`src/rtl/wb_arbiter.sv`:
```
// Register-file write-port arbiter: ALU results take priority, and load results drain
// through a small in-order queue. Loads are formatted at enqueue and killed on a WAW hazard.
module wb_arbiter #(
  parameter int DEPTH = 2,
  parameter int XLEN  = 32
) (
  input  logic                       CLK,
  input  logic                       RST,
  input  logic                       ALU_VALID,
  input  logic [4:0]                 ALU_RD,
  input  logic [XLEN-1:0]            ALU_DATA,
  input  logic                       LD_VALID,
  output logic                       LD_READY,
  input  logic [4:0]                 LD_RD,
  input  logic [2:0]                 LD_FUNCT3,
  input  logic [1:0]                 LD_ADDR_LO,
  input  logic [XLEN-1:0]            LD_WORD,
  output logic [4:0]                 A3,
  output logic [XLEN-1:0]            WD3,
  output logic                       EN,
  output logic [31:0]                PENDING,
  output logic [$clog2(DEPTH+1)-1:0] LQ_COUNT
);
  localparam int CW = $clog2(DEPTH + 1);
  localparam int PW = (DEPTH > 1) ? $clog2(DEPTH) : 1;

  logic [4:0]      rd_q   [DEPTH];
  logic [XLEN-1:0] data_q [DEPTH];
  logic            live_q [DEPTH];
  logic [PW-1:0]   wptr_q, rptr_q;
  logic [CW-1:0]   cnt_q;
  logic            en_q;
  logic [4:0]      a3_q;
  logic [XLEN-1:0] wd3_q;

  logic            alu_eff, ld_enq, pop;
  logic [XLEN-1:0] ld_fmt;
  logic [7:0]      ld_byte;
  logic [15:0]     ld_half;
  logic [31:0]     pend;

  assign LD_READY = (cnt_q < CW'(DEPTH));
  assign alu_eff  = ALU_VALID && (ALU_RD != 5'd0);
  assign ld_enq   = LD_VALID && LD_READY && (LD_RD != 5'd0);
  assign pop      = !alu_eff && (cnt_q != '0);

  assign ld_byte = LD_WORD[{LD_ADDR_LO, 3'b000} +: 8];
  assign ld_half = LD_WORD[{LD_ADDR_LO[1], 4'b0000} +: 16];

  always_comb begin
    ld_fmt = LD_WORD;
    case (LD_FUNCT3)
      3'b000:  ld_fmt = {{(XLEN-8){ld_byte[7]}}, ld_byte};
      3'b100:  ld_fmt = {{(XLEN-8){1'b0}}, ld_byte};
      3'b001:  ld_fmt = {{(XLEN-16){ld_half[15]}}, ld_half};
      3'b101:  ld_fmt = {{(XLEN-16){1'b0}}, ld_half};
      default: ld_fmt = LD_WORD;
    endcase
  end

  always_comb begin
    pend = '0;
    for (int i = 0; i < DEPTH; i++)
      if (live_q[i]) pend[rd_q[i]] = 1'b1;
    pend[0] = 1'b0;
  end

  function automatic logic [PW-1:0] inc_ptr(input logic [PW-1:0] p);
    return (p == PW'(DEPTH - 1)) ? '0 : p + 1'b1;
  endfunction

  always_ff @(posedge CLK or posedge RST) begin
    if (RST) begin
      for (int i = 0; i < DEPTH; i++) begin
        rd_q[i]   <= '0;
        data_q[i] <= '0;
        live_q[i] <= 1'b0;
      end
      wptr_q <= '0;
      rptr_q <= '0;
      cnt_q  <= '0;
      en_q   <= 1'b0;
      a3_q   <= '0;
      wd3_q  <= '0;
    end else begin
      for (int i = 0; i < DEPTH; i++)
        if (alu_eff && live_q[i] && rd_q[i] == ALU_RD) live_q[i] <= 1'b0;
      if (pop) begin
        live_q[rptr_q] <= 1'b0;
        rptr_q         <= inc_ptr(rptr_q);
      end
      // A load arriving alongside an ALU write to the same rd is the older write.
      if (ld_enq) begin
        rd_q[wptr_q]   <= LD_RD;
        data_q[wptr_q] <= ld_fmt;
        live_q[wptr_q] <= !(alu_eff && ALU_RD == LD_RD);
        wptr_q         <= inc_ptr(wptr_q);
      end
      if (ld_enq && !pop)      cnt_q <= cnt_q + 1'b1;
      else if (!ld_enq && pop) cnt_q <= cnt_q - 1'b1;

      if (alu_eff) begin
        en_q  <= 1'b1;
        a3_q  <= ALU_RD;
        wd3_q <= ALU_DATA;
      end else if (pop && live_q[rptr_q]) begin
        en_q  <= 1'b1;
        a3_q  <= rd_q[rptr_q];
        wd3_q <= data_q[rptr_q];
      end else begin
        en_q  <= 1'b0;
      end
    end
  end

  assign EN       = en_q;
  assign A3       = a3_q;
  assign WD3      = wd3_q;
  assign PENDING  = pend;
  assign LQ_COUNT = cnt_q;
endmodule

```
`config.mk`:
```
export PLATFORM = sky130hd
export DESIGN_NAME = wb_arbiter
export DESIGN_NICKNAME = d
export VERILOG_FILES = /design/src/rtl/wb_arbiter.sv
export SDC_FILE = /design/constraint.sdc
export NUM_CORES = 1
export LEC_CHECK = 0
export CORE_MARGIN = 2
export CORE_UTILIZATION = 54
export CTS_BUF_LIST = sky130_fd_sc_hd__clkbuf_16
export CTS_CLUSTER_SIZE = 30
export DETAILED_ROUTE_END_ITERATION = 8
export PLACE_DENSITY = 0.86
export SKIP_LAST_GASP = 1
export SLEW_MARGIN = 20
export SYNTH_ARGS = -nofsm -noshare
export SYNTH_HDL_FRONTEND = slang
export SYNTH_SLANG_ARGS = --single-unit
```
`constraint.sdc`:
```
create_clock -name CLK -period 6.7 [get_ports CLK]
set_input_delay 1.675 -clock CLK [delete_from_list [all_inputs] [get_ports CLK]]
set_output_delay 1.675 -clock CLK [all_outputs]
set_load 0.02 [all_outputs]
```
# --- Word-level counts from Yosys, hierarchy flattened ---
# Cells that the tools add are included.
totals:
  reg_bits: 118
  inputBits: 83
  output_inout_bits: 73
  wordCells: 105
op_classes:
  n_addsub: 4
  order_cmp: 9
  n_eq_ne: 6
  n_shift: 2
  mux: 41
  bitwise: 5
  n_reduce_logical: 26
op_table:
  columns: ["operator", "n"]
  rows:
  - ["32-bit 2-to-1 mux", 8]
  - ["32-bit case mux with 4 select lines", 1]
  - ["64-bit bitwise mux", 1]
  - ["32-bit demux with 1-bit select", 1]
  - ["32-bit bitwise OR", 1]
  - ["32-bit by 6-bit indexed part select with 16-bit output", 1]
  - ["32-bit by 6-bit indexed part select with 8-bit output", 1]
  - ["5-bit 2-to-1 mux", 6]
  - ["1-bit logical AND", 16]
  - ["5-bit == test", 3]
  - ["1-bit 2-to-1 mux", 13]
  - ["5-bit by 6-bit less-than comparator with 1-bit output (second input constant)", 2]
  - ["10-bit bitwise mux", 1]
  - ["1-bit demux with 5-bit select", 2]
  - ["5-bit by 1-bit greater-or-equal comparator with 1-bit output (second input constant)", 2]
  - ["5-bit nonzero test", 2]
  - ["2-bit 2-to-1 mux", 4]
  - ["3-bit == test (second input constant)", 2]
  - ["2-bit nonzero test", 3]
  - ["5-bit demux with 1-bit select", 1]
  - ["2-bit greater-or-equal comparator (second input constant)", 2]
  - ["1-bit logical NOT", 4]
  - ["2-bit by 1-bit less-than comparator with 1-bit output (second input constant)", 2]
  - ["1-bit NOT with 2-bit output", 2]
  - ["10 further kinds", 12]

# --- Longest topological paths before layout ---
# Gate-level depths: netlist (run 1).
depth:
  depth_word: 10
  mapped_depth: 7
  ltp_nobuf: 7

# --- Worst setup path after synthesis (run 1) ---
# OpenSTA, ideal clock, no wires.
synth_path:
  path_type: "in2reg"
  from: "input ALU_RD[3]"
  to: "register cnt_q[1], in the netlist LQ_COUNT[1]"
  setup_ps: 81
  t_arrival_ps: 3239
  t_required_ps: 6619
  slack_ps: 3381
  stages: 7
  path_buffers: 0
  cell_sequence: "or4_1 -> o21ai_1 -> o21ai_2 -> ha_1 -> xor2_1 -> nor2_1 -> xnor2_1"
synth_between:
  elab_chain_cells: 7
  elab_cells_between_ends: 9
synth_lines:
  columns: ["element", "line_no", "rtl"]
  rows:
  - ["start, declared", "10", "input logic [4:0] ALU_RD,"]
  - ["5-bit nonzero test *", "43", "assign alu_eff = ALU_VALID && (ALU_RD != 5'd0);"]
  - ["1-bit logical AND *", "43", null]
  - ["1-bit logical NOT *", "45", "assign pop = !alu_eff && (cnt_q != '0);"]
  - ["1-bit logical AND *", "45", null]
  - ["1-bit logical NOT", "99", "if (ld_enq && !pop) cnt_q <= cnt_q + 1'b1;"]
  - ["1-bit logical AND", "99", null]
  - ["2-bit 2-to-1 mux / 2-bit nonzero test (equally long branches)", null, null]
  - ["end signal, assigned", "99", null]
  - ["end signal, assigned", "100", "else if (!ld_enq && pop) cnt_q <= cnt_q - 1'b1;"]
  - ["end, declared", "31", "logic [CW-1:0] cnt_q;"]
# Every way passes the cells marked *; elsewhere a longest branch is shown, timed or not.
# A chain may end at the register's enable or synchronous reset.

# --- Worst setup path in the final report (run 1) ---
layout_path:
  from: "register rd_q[9] (netlist name)"
  to: "output PENDING[19]"
layout_between:
  elab_chain_cells: 7
  elab_cells_between_ends: 8
layout_lines:
  columns: ["element", "line_no", "rtl"]
  rows:
  - ["start, declared", "27", "logic [4:0] rd_q [DEPTH];"]
  - ["start signal, assigned by index", "75", "rd_q[i] <= '0;"]
  - ["start signal, assigned by index", "94", "rd_q[wptr_q] <= LD_RD;"]
  - ["5-bit by 6-bit less-than comparator with 1-bit output (implied by the code) / 5-bit by 1-bit greater-or-equal comparator with 1-bit output (equally long branches)", "64", "if (live_q[i]) pend[rd_q[i]] = 1'b1;"]
  - ["1-bit logical AND (implied by the code)", "64", null]
  - ["1-bit 2-to-1 mux (implied by the code)", "64", null]
  - ["1-bit demux with 5-bit select *", "64", null]
  - ["32-bit 2-to-1 mux *", "64", null]
  - ["32-bit bitwise OR (no source line)", null, null]
  - ["32-bit 2-to-1 mux *", "64", null]
  - ["end, declared", "21", "output logic [31:0] PENDING,"]
# Marked as above.

==> results of run 1 <==
-- cells in the final DEF (no fill, tap or decap), types with 15 or more instances in the layout --
| cell | count |
|---|---|
| sky130_fd_sc_hd__a2bb2oi_1 | 32 |
| sky130_fd_sc_hd__nand2_1 | 104 |
| sky130_fd_sc_hd__dfrtp_1 | 117 |
| sky130_fd_sc_hd__clkdlybuf4s50_1 | 154 |
| sky130_fd_sc_hd__o22ai_1 | 39 |
| sky130_fd_sc_hd__o21ai_0 | 47 |
| sky130_fd_sc_hd__mux2i_1 | 44 |
| sky130_fd_sc_hd__nor2_1 | 15 |
| sky130_fd_sc_hd__mux2_2 | 44 |
| sky130_fd_sc_hd__clkbuf_16 | 17 |
-- flip-flops by register name, indices dropped and copies added (netlist names) --
register / flops
wptr_q: 1
A3: 5
data_q: 64
EN: 1
LQ_COUNT: 2
rd_q: 10
live_q: 2
rptr_q: 1
WD3: 32
-- worst max-delay path, delay by kind of cell, from the launching register on --
family	cells	cell delay [ps]
simple gates	1	530
compound gates	1	210
buf+inv	1	640
flops	1	570
-- how the worst min path moves through the flow --
| stage | start | endpoint | cells after the start |
|---|---|---|---|
| 6_report | data_q[4] | data_q[4] | 2 |
| 5_1_grt | data_q[41] | data_q[41] | 2 |
| 4_1_cts | data_q[6] | data_q[6] | 2 |
| 3_5_place_dp | data_q[6] | data_q[6] | 2 |
| 3_3_place_gp | data_q[6] | data_q[6] | 2 |
| 2_1_floorplan | data_q[0] | data_q[0] | 2 |
-- metrics by stage --
step / area [um^2] / setup slack [ps]
3_3_place_gp: 7840 / 2560
4_1_cts: 8410 / 2670
6_report: 8450 / 2660
5_1_grt: 8450 / 2600
2_1_floorplan: 6360 / 1900
3_5_place_dp: 7840 / 2480
-- power breakdown --
group	total [uW]	switching [uW]	internal (uW)	leakage, uW
combinational	1560	755	808	0.00175
sequential	1350	317	1030	0.00142
clock	884	313	571	0.000277
total	3790	1380	2410	0.00344
-- final cells by class --
type | instances | area [um^2]
Multi-Input combinational cell | 454 | 3130
Fill cell | 765 | 3020
Sequential cell | 118 | 2950
Timing Repair Buffer | 158 | 1590
Clock buffer | 17 | 425
Tap cell | 143 | 179
Clock inverter | 14 | 143
Inverter | 6 | 25.0
-- cells by family (layout without fill, tap and decap cells) --
logic type      after synthesis  after routing  share of synthesized area
simple gates                172            172                      0.128
flops                       118            118                      0.464
mux                          89             89                      0.151
xor+xnor                     19             19                     0.0262
compound gates              172            172                      0.183
buf+inv                      55            195                     0.0455
other cells                   1              1                   0.000590
fa+ha+maj                     1              1                    0.00197
-- routing by layer --
layer  vias to the layer above  share of wire
met5                         -              0
met4                         0          0.023
met3                        42          0.083
met2                       304           0.47
met1                      2690           0.43
li1                       2531              -
==> metrics, run 1 <==
Power Density between 400 and 500 nW/um^2; total number of vias 5,567; Main synth FF type sky130_fd_sc_hd__dfrtp_1; most congested layer reported by global routing met2; Required @ worst endpoint ~5000 ps; worst slew margin relative to its limit 0.266; number of warnings issued by yosys 0; stage delay of the slowest cell on the critical path 640 ps; Bufs on Longest Clock Path 2; detailed-route DRC error count 0; cell-by-cell listing of the critical path or3b_2, o22ai_1, clkdlybuf4s50_1; Post-Route Setup TNS 0 ps; setup skew after layout 8.68 ps; data arrival time of the worst path 2370 ps; fraction of met1 tracks used by global routing 0.392; run status finished clean; async set or reset register ratio after synthesis 1.00; CORE AREA 11,500 um^2; Worst setup SP type flip-flop; share of synthesized area occupied by flip-flops and latches 0.464; Worst Hold Margin between 400 and 500 ps; global-route wire length before repair 29.0 mm; actual slew at the worst max-slew pin between 1000 and 1500 ps; IR Drop Worst-Case VDD 0.000245 V; number of post-CTS setup repair buffers 0; CP max-delay cell sky130_fd_sc_hd__clkdlybuf4s50_1; global router's overall resource usage 0.288; top cells by instance count after synthesis 118 x sky130_fd_sc_hd__dfrtp_1, 104 x sky130_fd_sc_hd__nand2_1, 47 x sky130_fd_sc_hd__o21ai_0, 44 x sky130_fd_sc_hd__mux2_2, 44 x sky130_fd_sc_hd__mux2i_1; worst setup path category flip-flop to output pin; overall power consumption 3790 uW; area of the die between 10,000 and 15,000 um^2; number of placed I/O pins 156; net count of the finished layout 839; final critical delay including setup and external delays 4040 ps; kind of end point of the critical path output pin; number of instances resized during post-cts repair 0; Initial DRC Count 517; pin count of the biggest net entering global routing 71; Total Routed Length about 18 mm; CTS sink count 118; timing startpoint of the critical path rd_q[9]; Critical R2R Launch rptr_q; Finished Layout Cells between 900 and 1,000; die height roughly 110 um; total of hold buffers inserted after clock tree synthesis 0; clock-pin slew reported for the worst setup and hold paths after clock tree synthesis roughly 50 ps; R2R Setup Slk 3730 ps; Max Freq approximately 0.25 GHz; number of vias per cell after detailed routing ~6.1; Worst Setup EP PENDING[19]; most used standard cell by instance count after synthesis sky130_fd_sc_hd__dfrtp_1; synth unique cells 47; final setup vio count 0; Syn-to-layout area delta 32.8%; Starting Density 0.555; fraction of final layout cells sized beyond drive strength 1 0.126; Reg2Reg Depth 5; path type of the worst min-delay path flip-flop to flip-flop; crit-path max FO 11; number of global-route vias before repair 5,586; CTS tree done; aggregate global routing overflow 0; CTS H-tree depth 4; I/O Buffers 154; post-synthesis instance total 627; MaxCap Viol Count 0; count of pins over their slew limit 0; die width 113 um; net count after synthesis 711; number of antenna violations at the first check in global routing 0; number of synthesized register bits 118; final clock period utilization by the worst path 0.603; # rows 39; Syn Std Cell Area 6360 um^2; Final Wtd Congestion approximately 0.94; total clock buffers created by CTS 17; Routed Antenna Nets 0; top post-synthesis cells by area sky130_fd_sc_hd__dfrtp_1 46%, sky130_fd_sc_hd__mux2_2 7.8%, sky130_fd_sc_hd__mux2i_1 6.9%, sky130_fd_sc_hd__nand2_1 6.1%, sky130_fd_sc_hd__a2bb2oi_1 4.4%; share of the core filled with cells 0.737; unrepaired setup endpoints after global routing no; total inserted antenna cells 0; R2R Path End WD3[12]; WL per Instance 19.5 um; Skew-Pair Late Insertion Delay ~410 ps; Synth top area share 0.464; met2 track demand over resource in global routing 0.454; EDFF count, synth 0; leak pwr 0.00344 uW; half-perimeter wire length of the detailed placement result 12.1 mm; drt first pass iters 5; number of failing hold endpoints at the final stage 0; CTS root buffer sky130_fd_sc_hd__clkbuf_16; cell taking the most area after synthesis sky130_fd_sc_hd__dfrtp_1; cell total after placement 878; Synth Area per Inst between 10 and 15 um^2; global routing met3 resource utilization 0.0734
(Power assumes the default switching activity.)
==> run 2, diff against run 1 <==
--- a/config.mk
+++ b/config.mk
@@ -6,11 +6,11 @@
 export NUM_CORES = 1
 export LEC_CHECK = 0
 export CORE_MARGIN = 2
-export CORE_UTILIZATION = 54
+export CORE_UTILIZATION = 45
 export CTS_BUF_LIST = sky130_fd_sc_hd__clkbuf_16
 export CTS_CLUSTER_SIZE = 30
 export DETAILED_ROUTE_END_ITERATION = 8
-export PLACE_DENSITY = 0.86
+export PLACE_DENSITY = 0.77
 export SKIP_LAST_GASP = 1
 export SLEW_MARGIN = 20
 export SYNTH_ARGS = -nofsm -noshare
==> constraint.sdc (replaced) <==
create_clock -name CLK -period 3.4 [get_ports CLK]
set_input_delay 0.85 -clock CLK [delete_from_list [all_inputs] [get_ports CLK]]
set_output_delay 0.85 -clock CLK [all_outputs]
set_load 0.02 [all_outputs]
==> run 2 against run 1 <==
Net effect:
- register-to-register slack lost 2400 ps
- first-iteration DRC count shrank 7.2%
- routed wire length shrank 2.9%
- sequential share of layout area shrank 0.28 points
==> metrics, run 2 (same netlist as run 1, synthesis figures left out) <==
clock share of power 0.210 (was 0.233); Final Wtd Congestion 1.00 (was 0.938); number of placed I/O pins 156 (unchanged); final setup vio count 0 (unchanged); area of the die 15,100 um^2 (was 12,700 um^2); actual slew at the worst max-slew pin 818 ps (was 1100 ps); I/O Buffers 154 (unchanged); CTS H-tree depth 4 (unchanged); crit-path max FO 11 (unchanged); number of post-CTS setup repair buffers 0 (unchanged); unrepaired setup endpoints after global routing no (unchanged); Required @ worst endpoint 2550 ps (was 5030 ps); max reg flops 64 (unchanged); cell-by-cell listing of the critical path or3b_2, o22ai_1, clkdlybuf4s50_1 (unchanged); half-perimeter wire length of the detailed placement result 12.5 mm (was 12.1 mm); CP max-delay cell sky130_fd_sc_hd__clkdlybuf4s50_1 (unchanged); IR Drop Worst-Case VDD 0.000446 V (was 0.000245 V); leading cell type in the layout, fill and taps excluded sky130_fd_sc_hd__clkdlybuf4s50_1 (unchanged); Finished Layout Cells 953 (was 910); CP bufs+invs 1 (unchanged); data arrival time of the worst path 2400 ps (was 2370 ps); stage delay of the slowest cell on the critical path 660 ps (was 640 ps); Routed Antenna Nets 0 (unchanged); worst slew margin relative to its limit 0.454 (was 0.266); number of global-route vias before repair 5,519 (was 5,586); Starting Density 0.460 (was 0.555); die width 123 um (was 113 um); hold path startpoint data_q[3] (was data_q[4]); pin count of the biggest net entering global routing 89 (was 71); Reg2Reg Depth 5 (unchanged); timing startpoint of the critical path rd_q[9] (unchanged); clock-pin slew reported for the worst setup and hold paths after clock tree synthesis 50 ps (about the same); total inserted antenna cells 0 (unchanged); Post-Place Cell Area 8010 um^2 (was 7840 um^2); Post-Layout Inst Area 8520 um^2 (was 8450 um^2); cell total after placement 925 (was 878); highest-count cells in the layout ignoring fill and taps 154 x sky130_fd_sc_hd__clkdlybuf4s50_1, 117 x sky130_fd_sc_hd__dfrtp_1, 104 x sky130_fd_sc_hd__nand2_1 (unchanged); CTS root buffer sky130_fd_sc_hd__clkbuf_16 (unchanged); total clock buffers created by CTS 17 (unchanged); final clock period utilization by the worst path 0.956; net switching fraction of the power 0.366 (was 0.365); total number of vias 5,425 (was 5,567); worst setup path category flip-flop to output pin (unchanged); Syn-to-layout area delta 33.9% (was 32.8%); fraction of final layout cells sized beyond drive strength 1 0.133 (was 0.126); CTS tree done (unchanged); global-route wire length before repair 28.4 mm (was 29.0 mm); number of failing hold endpoints at the final stage 0 (unchanged); Biggest register data_q (unchanged); Reg power frac 0.350 (was 0.355); number of fillers in the final layout 1,106 (was 765); leak pwr 0.00347 uW (was 0.00344 uW); Critical R2R Launch LQ_COUNT[1] (was rptr_q); drt first pass iters 6 (was 5); Total Routed Length 17.3 mm (was 17.8 mm); R2R Setup Slk 1330 ps (was 3730 ps); combinational power share 0.440 (was 0.412); internal cell power 4620 uW (was 2410 uW); number of vias per cell after detailed routing 5.69 (was 6.12); WP depth 3 (unchanged); CTS sink count 118 (unchanged); WL per Instance 18.1 um (was 19.5 um); Post-Route Setup TNS 0 ps (unchanged); number of antenna violations at the first check in global routing 0 (unchanged); path type of the worst min-delay path flip-flop to flip-flop (unchanged); Bufs on Longest Clock Path 2 (unchanged); detailed-route DRC error count 0 (unchanged); run status finished clean (unchanged); sequential cell area in the final layout 2950 um^2 (unchanged); Worst setup SP type flip-flop (unchanged); total of hold buffers inserted after clock tree synthesis 0 (unchanged); Power Density 856 nW/um^2 (was 449 nW/um^2); net count of the finished layout 848 (was 839); aggregate global routing overflow 0 (unchanged); final critical delay including setup and external delays between 3000 and 4000 ps; die height 123 um (was 113 um); CORE AREA 13,800 um^2 (was 11,500 um^2); count of pins over their slew limit 0 (unchanged); Skew-Pair Late Insertion Delay 400 ps (was 410 ps); MaxCap Viol Count 0 (unchanged); number of instances on the worst hold path 2 (unchanged); kind of end point of the critical path output pin (unchanged); global router's overall resource usage 0.242 (was 0.288); setup skew after layout 7.68 ps (was 8.68 ps); # rows 43 (was 39); number of instances resized during post-cts repair 0 (unchanged); footprint of the multi-input gates 3120 um^2 (was 3130 um^2); Sw Pwr 2660 uW (was 1380 uW); Top delay family on crit path buffers and inverters (unchanged); Max Freq 0.308 GHz; Initial DRC Count 480 (was 517)
-- run 2: layout make-up --
class / count / share of cell area
inverters: 6 / 0.00309
well taps: 180 / 0.0264
repair buffers: 167 / 0.198
clock inverters: 11 / 0.00852
clock buffers: 17 / 0.0500
multi-input cells: 454 / 0.367
flip-flops and latches: 118 / 0.347
-- run 2: metal layers --
metal	GRT usage	part of all wire
met2	0.384	0.47
met1	0.325	0.44
met3	0.0493	0.065
met4	0.0991	0.023
met5	0	0
-- run 2: stage by stage --
step / hold WS, ps / total power (uW) / setup slack (ps) / utilization
global route: 503 / 7730 / 67.4 / 0.616
CTS: 473 / 7310 / 146 / 0.616
detailed placement: 460 / 5750 / 319 / 0.579
finish: 472 / 7290 / 148 / 0.616
global placement: 454 / 5620 / 439 / 0.579
floorplan: 442 / 4650 / 906 / -
-- run 2: power groups by stage --
stage / combinational (uW) / sequential [uW] / clock [uW]
5_1_grt: 3470 / 2640 / 1630
6_report: 3200 / 2550 / 1530
3_3_place_gp: 3090 / 2520 / 0
3_5_place_dp: 3200 / 2540 / 0
2_1_floorplan: 2130 / 2530 / 0
4_1_cts: 3210 / 2540 / 1560
-- run 2: worst paths after layout --
kind | endpoint
max in group asynchronous | rptr_q
hold / removal | data_q[3]
min in group asynchronous | WD3[16]
setup reg to reg | data_q[51]
setup / recovery | PENDING[17]
hold reg to reg | data_q[3]
-- run 2: tightest hold or removal path: cells and delay by family, from the launching register on --
| kind | cells | cell delay [ps] |
|---|---|---|
| flip-flops | 1 | 330 |
| AND/OR/NAND/NOR | 1 | 50 |
| AO/OA/AOI/OAI | 1 | 50 |
